`config.mk`:
```
export PLATFORM = sky130hd
export DESIGN_NAME = pipe_hazard_ctrl
export DESIGN_NICKNAME = d
export VERILOG_FILES = /design/src/rtl/pipe_hazard_ctrl_pkg.sv /design/src/rtl/pipe_hazard_ctrl_sat_counter.sv /design/src/rtl/pipe_hazard_ctrl.sv
export SDC_FILE = /design/constraint.sdc
export NUM_CORES = 1
export LEC_CHECK = 0
export CAP_MARGIN = 20
export CORE_MARGIN = 3
export CORE_UTILIZATION = 42
export CTS_CLUSTER_DIAMETER = 30
export DETAILED_ROUTE_END_ITERATION = 10
export GPL_ROUTABILITY_DRIVEN = 0
export PLACE_DENSITY = 0.85
export SYNTH_ARGS = -nofsm -noshare
export SYNTH_HDL_FRONTEND = slang
export SYNTH_SLANG_ARGS = --single-unit
```
`constraint.sdc`:
```
create_clock -name clk -period 1.85 [get_ports clk]
set_input_delay 0.37 -clock clk [delete_from_list [all_inputs] [get_ports clk]]
set_output_delay 0.37 -clock clk [all_outputs]
set_load 0.03 [all_outputs]
```
`src/rtl/pipe_hazard_ctrl_pkg.sv`:
```
// Shared pipeline definitions for the hazard/stall controller.
//   md_state_e : multiply/divide interlock state (RUN, MD_BUSY)
//   REG_ZERO   : architectural $0, never a real dependency
//   NOP_INSTR  : encoding loaded into IF/ID when ifid_flush is asserted
package pipe_hazard_ctrl_pkg;

  typedef enum logic [0:0] {
    RUN     = 1'b0,
    MD_BUSY = 1'b1
  } md_state_e;

  localparam logic [4:0]  REG_ZERO  = 5'd0;
  localparam logic [31:0] NOP_INSTR = 32'h0000_0000;

endpackage

```
`src/rtl/pipe_hazard_ctrl_sat_counter.sv`:
```
// Saturating up-counter used for pipeline performance statistics.
// Ports:
//   clk   : clock
//   rst   : asynchronous active-high reset, clears the count
//   inc   : increment request for this cycle
//   count : current value, sticks at all-ones
module sat_counter #(
  parameter int W = 16
) (
  input  logic         clk,
  input  logic         rst,
  input  logic         inc,
  output logic [W-1:0] count
);

  logic [W-1:0] count_q;
  logic [W-1:0] count_d;

  always_comb begin
    count_d = count_q;
    if (inc && (count_q != {W{1'b1}})) begin
      count_d = count_q + 1'b1;
    end
  end

  always_ff @(posedge clk or posedge rst) begin
    if (rst) begin
      count_q <= '0;
    end else begin
      count_q <= count_d;
    end
  end

  assign count = count_q;

endmodule

```
`src/rtl/pipe_hazard_ctrl.sv`:
```
// Hazard and stall controller for the 5-stage pipeline.
// Resolves, in fixed priority, data-memory wait, taken branch/jump,
// multiply/divide busy interlock and load-use, and counts stall and
// flush cycles.
// Ports:
//   clk, rst              : clock, asynchronous active-high reset
//   id_rs/id_rt           : source register fields of the ID instruction
//   id_use_rs/id_use_rt   : ID instruction actually reads rs/rt
//   id_is_md              : ID instruction is mult/multu/div/divu
//   id_reads_hilo         : ID instruction is mfhi/mflo
//   ex_mem_read, ex_rd    : EX instruction is a load, and its destination
//   br_taken              : branch/jump resolved taken in EX
//   dmem_busy             : data memory access still outstanding
//   pc_we, ifid_we        : front-end write enables
//   ifid_flush            : load IF/ID with NOP_INSTR
//   idex_flush            : bubble into ID/EX
//   pipe_hold             : freeze ID/EX, EX/MEM, MEM/WB
//   md_start, md_busy     : MD unit issue pulse and busy state
//   stall_cycles          : saturating count of cycles with pc_we=0
//   flush_count           : saturating count of cycles with ifid_flush=1
module pipe_hazard_ctrl
  import pipe_hazard_ctrl_pkg::*;
#(
  parameter int MD_LAT = 4,   // legal range 2..15
  parameter int CNT_W  = 16
) (
  input  logic             clk,
  input  logic             rst,
  input  logic [4:0]       id_rs,
  input  logic [4:0]       id_rt,
  input  logic             id_use_rs,
  input  logic             id_use_rt,
  input  logic             id_is_md,
  input  logic             id_reads_hilo,
  input  logic             ex_mem_read,
  input  logic [4:0]       ex_rd,
  input  logic             br_taken,
  input  logic             dmem_busy,
  output logic             pc_we,
  output logic             ifid_we,
  output logic             ifid_flush,
  output logic             idex_flush,
  output logic             pipe_hold,
  output logic             md_start,
  output logic             md_busy,
  output logic [CNT_W-1:0] stall_cycles,
  output logic [CNT_W-1:0] flush_count
);

  localparam logic [3:0] MD_CNT_INIT = 4'(MD_LAT - 1);

  md_state_e  st_q, st_d;
  logic [3:0] md_cnt_q, md_cnt_d;

  logic load_use;
  logic md_hz;

  assign load_use = ex_mem_read && (ex_rd != REG_ZERO) &&
                    ((id_use_rs && (id_rs == ex_rd)) ||
                     (id_use_rt && (id_rt == ex_rd)));

  assign md_hz = (st_q == MD_BUSY) && (id_is_md || id_reads_hilo);

  // Control outputs. Everything is forced low while reset is asserted so
  // nothing, in particular md_start, leaks out in the reset cycle.
  always_comb begin
    pc_we      = 1'b0;
    ifid_we    = 1'b0;
    ifid_flush = 1'b0;
    idex_flush = 1'b0;
    pipe_hold  = 1'b0;
    md_start   = 1'b0;
    if (!rst) begin
      if (dmem_busy) begin
        // Whole pipe frozen; a taken branch stays in EX and is acted on
        // once the memory access completes.
        pipe_hold = 1'b1;
      end else if (br_taken) begin
        pc_we      = 1'b1;
        ifid_we    = 1'b1;
        ifid_flush = 1'b1;
        idex_flush = 1'b1;
      end else if (md_hz || load_use) begin
        idex_flush = 1'b1;
      end else begin
        pc_we    = 1'b1;
        ifid_we  = 1'b1;
        md_start = id_is_md && (st_q == RUN);
      end
    end
  end

  assign md_busy = (st_q == MD_BUSY);

  // MD interlock: the unit runs independently of the pipeline, so the
  // countdown continues through data-memory waits.
  always_comb begin
    st_d     = st_q;
    md_cnt_d = md_cnt_q;
    case (st_q)
      RUN: begin
        if (md_start) begin
          st_d     = MD_BUSY;
          md_cnt_d = MD_CNT_INIT;
        end
      end
      MD_BUSY: begin
        if (md_cnt_q == 4'd0) begin
          st_d = RUN;
        end else begin
          md_cnt_d = md_cnt_q - 4'd1;
        end
      end
      default: begin
        st_d     = RUN;
        md_cnt_d = 4'd0;
      end
    endcase
  end

  always_ff @(posedge clk or posedge rst) begin
    if (rst) begin
      st_q     <= RUN;
      md_cnt_q <= 4'd0;
    end else begin
      st_q     <= st_d;
      md_cnt_q <= md_cnt_d;
    end
  end

  sat_counter #(.W(CNT_W)) u_stall_cnt (
    .clk   (clk),
    .rst   (rst),
    .inc   (!pc_we),
    .count (stall_cycles)
  );

  sat_counter #(.W(CNT_W)) u_flush_cnt (
    .clk   (clk),
    .rst   (rst),
    .inc   (ifid_flush),
    .count (flush_count)
  );

endmodule
```
# Word level (Yosys, flattened, before mapping)
# Cells that the tools add are included.
[word_totals] ff_bits=37 elab_cells=52 output_inout_bits=39
[op_classes] mux=23 bitwise=1 n_eq_ne=6 n_reduce_logical=15 addsub=3
[op_table] operator="16-bit by 1-bit adder with 16-bit output, second input constant" n=2
[op_table] operator="16-bit != test, second input constant" n=2
[op_table] operator="1-bit 2-to-1 mux" n=19
[op_table] operator="5-bit == test" n=2
[op_table] operator="1-bit logical AND" n=8
[op_table] operator="4-bit 2-to-1 mux" n=2
[op_table] operator="4-bit one-hot mux with 2 select lines" n=1
[op_table] operator="5-bit nonzero test" n=1
[op_table] operator="4-bit logical NOT" n=1
[op_table] operator="2-bit != test, second input constant" n=2
[op_table] operator="4-bit by 1-bit subtractor with 4-bit output, second input constant" n=1
[op_table] operator="1-bit logical OR" n=3
[op_table] operator="1-bit one-hot mux with 2 select lines" n=1
[op_table] operator="2-bit AND reduction" n=1
[op_table] operator="1-bit logical NOT" n=1
[op_table] operator="1-bit inverter" n=1

# Logic depth before layout (Yosys ltp)
[logic_depth] depth_word=11 ltp_mapped=8

# Hierarchy
# Synthesis repeated with hierarchy kept, for this count alone.
[hier_totals] cells_unflattened=198 hier_area_um2=2093.3
[by_module_without_submodules] mod="sat_counter" n_inst=2 cells_per_inst=71 area_per_inst_um2=805.8 seq_area_each_um2=400.4
[by_module_without_submodules] mod="pipe_hazard_ctrl" n_inst=1 cells_per_inst=56 area_per_inst_um2=481.7 seq_area_each_um2=125.1

# Worst setup path before layout
# OpenSTA, ideal clock, no wires.
[synth_path] path_kind="input to output" from="input port ex_rd[1]" to="output port idex_flush" arrival_ns=1.847 path_slack_ns=-0.367 stages=6 cell_sequence="xnor2_1 -> nand4_1 -> o22ai_1 -> o211ai_2 -> and2_2 -> a21boi_0"
[synth_via] elab_chain_cells=9 elab_cells_between_ends=13 cone_classes="2 x eq/ne; 4 x mux; 7 x reduce/logical"
[synth_lines] element="start, declared" line="pipe_hazard_ctrl.sv:36" rtl="input logic [4:0] ex_rd,"
[synth_lines] element="5-bit == test (on tied branches)" line="pipe_hazard_ctrl.sv:59, pipe_hazard_ctrl.sv:60"
[synth_lines] element="1-bit logical AND (on tied branches)" line="pipe_hazard_ctrl.sv:59, pipe_hazard_ctrl.sv:60"
[synth_lines] element="1-bit logical OR" line="pipe_hazard_ctrl.sv:59" rtl="((id_use_rs && (id_rs == ex_rd)) ||"
[synth_lines] element="1-bit logical AND (*)" line="pipe_hazard_ctrl.sv:58" rtl="assign load_use = ex_mem_read && (ex_rd != REG_ZERO) &&"
[synth_lines] element="1-bit logical OR (*)" line="pipe_hazard_ctrl.sv:83" rtl="end else if (md_hz || load_use) begin"
[synth_lines] element="1-bit 2-to-1 mux (*)" line="pipe_hazard_ctrl.sv:83"
[synth_lines] element="1-bit 2-to-1 mux (*)" line="pipe_hazard_ctrl.sv:78" rtl="end else if (br_taken) begin"
[synth_lines] element="1-bit 2-to-1 mux (*)" line="pipe_hazard_ctrl.sv:74" rtl="if (dmem_busy) begin"
[synth_lines] element="1-bit 2-to-1 mux (*)" line="pipe_hazard_ctrl.sv:73" rtl="if (!rst) begin"
[synth_lines] element="end, declared" line="pipe_hazard_ctrl.sv:42" rtl="output logic idex_flush,"
# Every way passes the cells marked *; elsewhere a longest branch is shown, timed or not.

# Worst setup path in the final report
[layout_path] from="input port ex_rd[3]" to="output port pc_we"
[layout_via] elab_chain_cells=9 elab_cells_between_ends=13 cone_classes="2 x eq/ne; 4 x mux; 7 x reduce/logical"
[layout_lines] element="5-bit == test (on tied branches)" line="pipe_hazard_ctrl.sv:59, pipe_hazard_ctrl.sv:60"
[layout_lines] element="1-bit logical AND (on tied branches)" line="pipe_hazard_ctrl.sv:59, pipe_hazard_ctrl.sv:60"
[layout_lines] element="1-bit logical OR" line="pipe_hazard_ctrl.sv:59"
[layout_lines] element="1-bit logical AND (*)" line="pipe_hazard_ctrl.sv:58"
[layout_lines] element="1-bit logical OR (*)" line="pipe_hazard_ctrl.sv:83"
[layout_lines] element="1-bit 2-to-1 mux (*)" line="pipe_hazard_ctrl.sv:83"
[layout_lines] element="1-bit 2-to-1 mux (*)" line="pipe_hazard_ctrl.sv:78"
[layout_lines] element="1-bit 2-to-1 mux (*)" line="pipe_hazard_ctrl.sv:74"
[layout_lines] element="1-bit 2-to-1 mux (*)" line="pipe_hazard_ctrl.sv:73"
[layout_lines] element="end, declared" line="pipe_hazard_ctrl.sv:39" rtl="output logic pc_we,"
# Marked as above.

==> flow_summary.toml <==
[layout]
layout.nets = 306
instances_no_fill = 332
drive_gt1_share_pct = 41.79
area.growth.synth_to_final_pct = 63.47
fin_area_um2 = 3203
utilization_pct = 72.07
insertedDiodeCount = 0

[worst_setup_path]
crit_end = "pc_we"
cp.required_ns = 1.48
critical_path.endpoint_type = "output pin"
cp_num_buf_inv = 2
crit-reg2reg-launch = "u_stall_cnt.count[4]"
critical_path.cell_chain = "buf_8 -> or4_4 -> o211ai_4 -> and2_4 -> o21a_4 -> buf_6"
worstPathArrival_ns = 1.67
crit_slowest_cell = "or4_4"
startpoint = "ex_rd[3]"
crit_cells = 6
critical_path_class = "in2out"
critPathLaunchType = "input port"
max_stage_delay_ns = 0.54
reg2reg_slack_ns = 0.05
reg2regPathDepth = 7
rr_endpoint = "u_stall_cnt.count[1]"
crit_fanout = 3
crit_family = "simple AND/OR/NAND/NOR gates"

[power_and_ir_drop]
vdd_ir_drop_max_v = 0.001072
p_per_area_nw_per_um2 = 1045
p_leak_nw = 1.603
power.total_mw = 3.347

[clocking]
clk_pin_slew_ns = 0.08
cts-root-buf = "clkbuf_8"
cts_tree = "done"
clockBufferDepth = 2
postCtsHoldBufs = 0
cts_buffers = 5
htreeDepth = 2
clkLatencyLatePin_ns = 0.29
clock_sinks = 37

[floorplan]
num_io_pins = 63
fp.dieH_um = 74.30
core_area_um2 = 4444
rows = 24
start_util_pct = 44.09
die-area_um2 = 5520
die_x_um = 74.30

[timing]
min_period_over_period_pct = 110.2
tightestPinTransition_ns = 0.3608
max_freq_mhz = 490.6
skew_ns = 0.007902
slew_headroom_pct = 75.94
grt_setup_unrepaired = "true"
setup_viol = 19
worst_slack_ns = -0.1881
min_period_ns = 2.038
hold_viol_final = 0
drv_slew = 0

[synthesis]
synth_area_um2 = 1959
avgSynthCellArea_um2 = 10.95
synth_edf_count = 0
synth_top_area_share_pct = 47.25
syn_inst = 179
yosysTopAreaCell = "dfrtp_1"
yosys_warnings = 0
synth_ff_type = "dfrtp_1"
yosysMostFrequentCell = "dfrtp_1"
ys_types = 39
ys_seq_area_share_pct = 47.25
synth_nets = 206
ys_ff_latch = 37
synthTopCellsByArea = "dfrtp_1 (47%), xnor2_1 (15%), nand4_1 (3.5%)"
synthArstFlopShare_pct = 100.0
netlist_top_cells_count = "dfrtp_1 (37), xnor2_1 (33), nand2_1 (14)"

[placement]
io_buffers = 62
pre_cts_ws_ns = -0.7068
place_hpwl_mm = 3.514
placed_area_um2 = 2915
dp.cells = 319

[flow_run]
drv_cap = 0

[min_path]
hp-class = "reg2reg"
holdPathStages = 1

[global_route]
grt_max_degree = 38
grt_pass1_vias = 1800
overflow = 0
grt_use_total_pct = 18.58
antenna_found_initial = 0
grt_pass1_wl_mm = 7.803

[route]
vias = 1709
wl_per_cell_um = 14.86
drcViolationCount = 0
drt_wl_total_mm = 4.932
drtIter0Drc = 64
first_pass_iters = 4
antenna_left = 0
viasPerCell = 5.148

[run_status]
status = "finished with violations"
violations = "setup timing"
per-stage QoR:
step | hold WS [ns] | TNS, ns
final | 0.4908 | -1.511
after CTS | 0.4918 | -1.731
after detailed placement | 0.4778 | -15.68
after global placement | 0.4690 | -14.14
after global routing | 0.5129 | -2.450
after floorplan | 0.4878 | -0.2543
worst register-to-register path, stage by stage, from the launching register on:
cell and delay [ns]:
dfrtp_2 0.41, nand4_1 0.13, nor3_1 0.26, nand2_1 0.15
o21ai_2 0.17, o31ai_4 0.11, buf_6 0.15, mux2_4 0.29
final cells by class:
class                   instances  area [µm²]
clock buffers                   7       86.33
clock inverters                 1       7.507
well taps                      52       65.06
fillers                       312        1241
repair buffers                 99       929.6
inverters                       6       22.52
flip-flops and latches         37       947.2
multi-input cells             130        1145
worst min-delay path by stage:
stage / start / to
after floorplan: md_cnt_q[1] / md_cnt_q[1]
after global placement: u_flush_cnt.count[12] / u_flush_cnt.count[12]
after detailed placement: u_flush_cnt.count[5] / u_flush_cnt.count[5]
after CTS: u_flush_cnt.count[5] / u_flush_cnt.count[5]
after global routing: u_flush_cnt.count[5] / u_flush_cnt.count[5]
final: u_flush_cnt.count[12] / u_flush_cnt.count[12]
logic make-up after synthesis:
kind of cell | synth area share (%)
compound gates | 5.556
mux | 1.724
fa+ha+maj | 1.916
flops | 47.25
xor+xnor | 18.71
simple gates | 21.14
buf+inv | 3.704
repair_timing:
item                                    in CTS  in global routing
pin swaps                                   29                 27
gates resized for setup                     60                 44
endpoints found under the setup margin      26                 42
setup buffers                                5                  1
gates cloned                                 1                  0
placed cells by master (no fill, tap or decap), types with 2 or more instances in the layout:
cell type and count:
buf_4 32, xnor2_1 28, clkdlybuf4s50_1 24, dfrtp_1 20, dfrtp_2 17, dlymetal6s2s_1 14
nand2_1 12, nand4_1 11, buf_6 11, xor2_1 7, nand3_1 6, nor2_1 6
xnor2_2 6, inv_1 6, clkbuf_8 6, buf_2 6, nand3_2 5, and3_1 5
and3_4 4, clkdlybuf4s15_1 4, dlygate4sd2_1 4, nand3_4 3, and4_1 2, and2_4 2
nor2_2 2, nor3b_1 2, a21oi_1 2, mux2_4 2, nor3_1 2, o21ai_0 2
and2_1 2, ha_1 2, clkbuf_2 2
power by group:
| part | total, mW | switching [mW] | internal [mW] |
|---|---|---|---|
| Sequential | 1.18 | 0.176 | 1.01 |
| Clock | 0.598 | 0.295 | 0.303 |
| Combinational | 1.57 | 0.828 | 0.737 |
| Total | 3.35 | 1.30 | 2.05 |
state kept, by name (all words and copies together), names as in the netlist:
signal             count
md_busy                1
md_cnt_q               4
u_stall_cnt.count     16
u_flush_cnt.count     16
layer usage:
layer,vias up,GRT usage [%],share of wire (%)
met4,0,6.917,1.4
met3,7,4.730,5.2
met5,-,0,0
li1,817,-,-
met2,60,35.04,54
met1,825,19.80,40
Note: power is estimated with default switching activity, not from simulation.
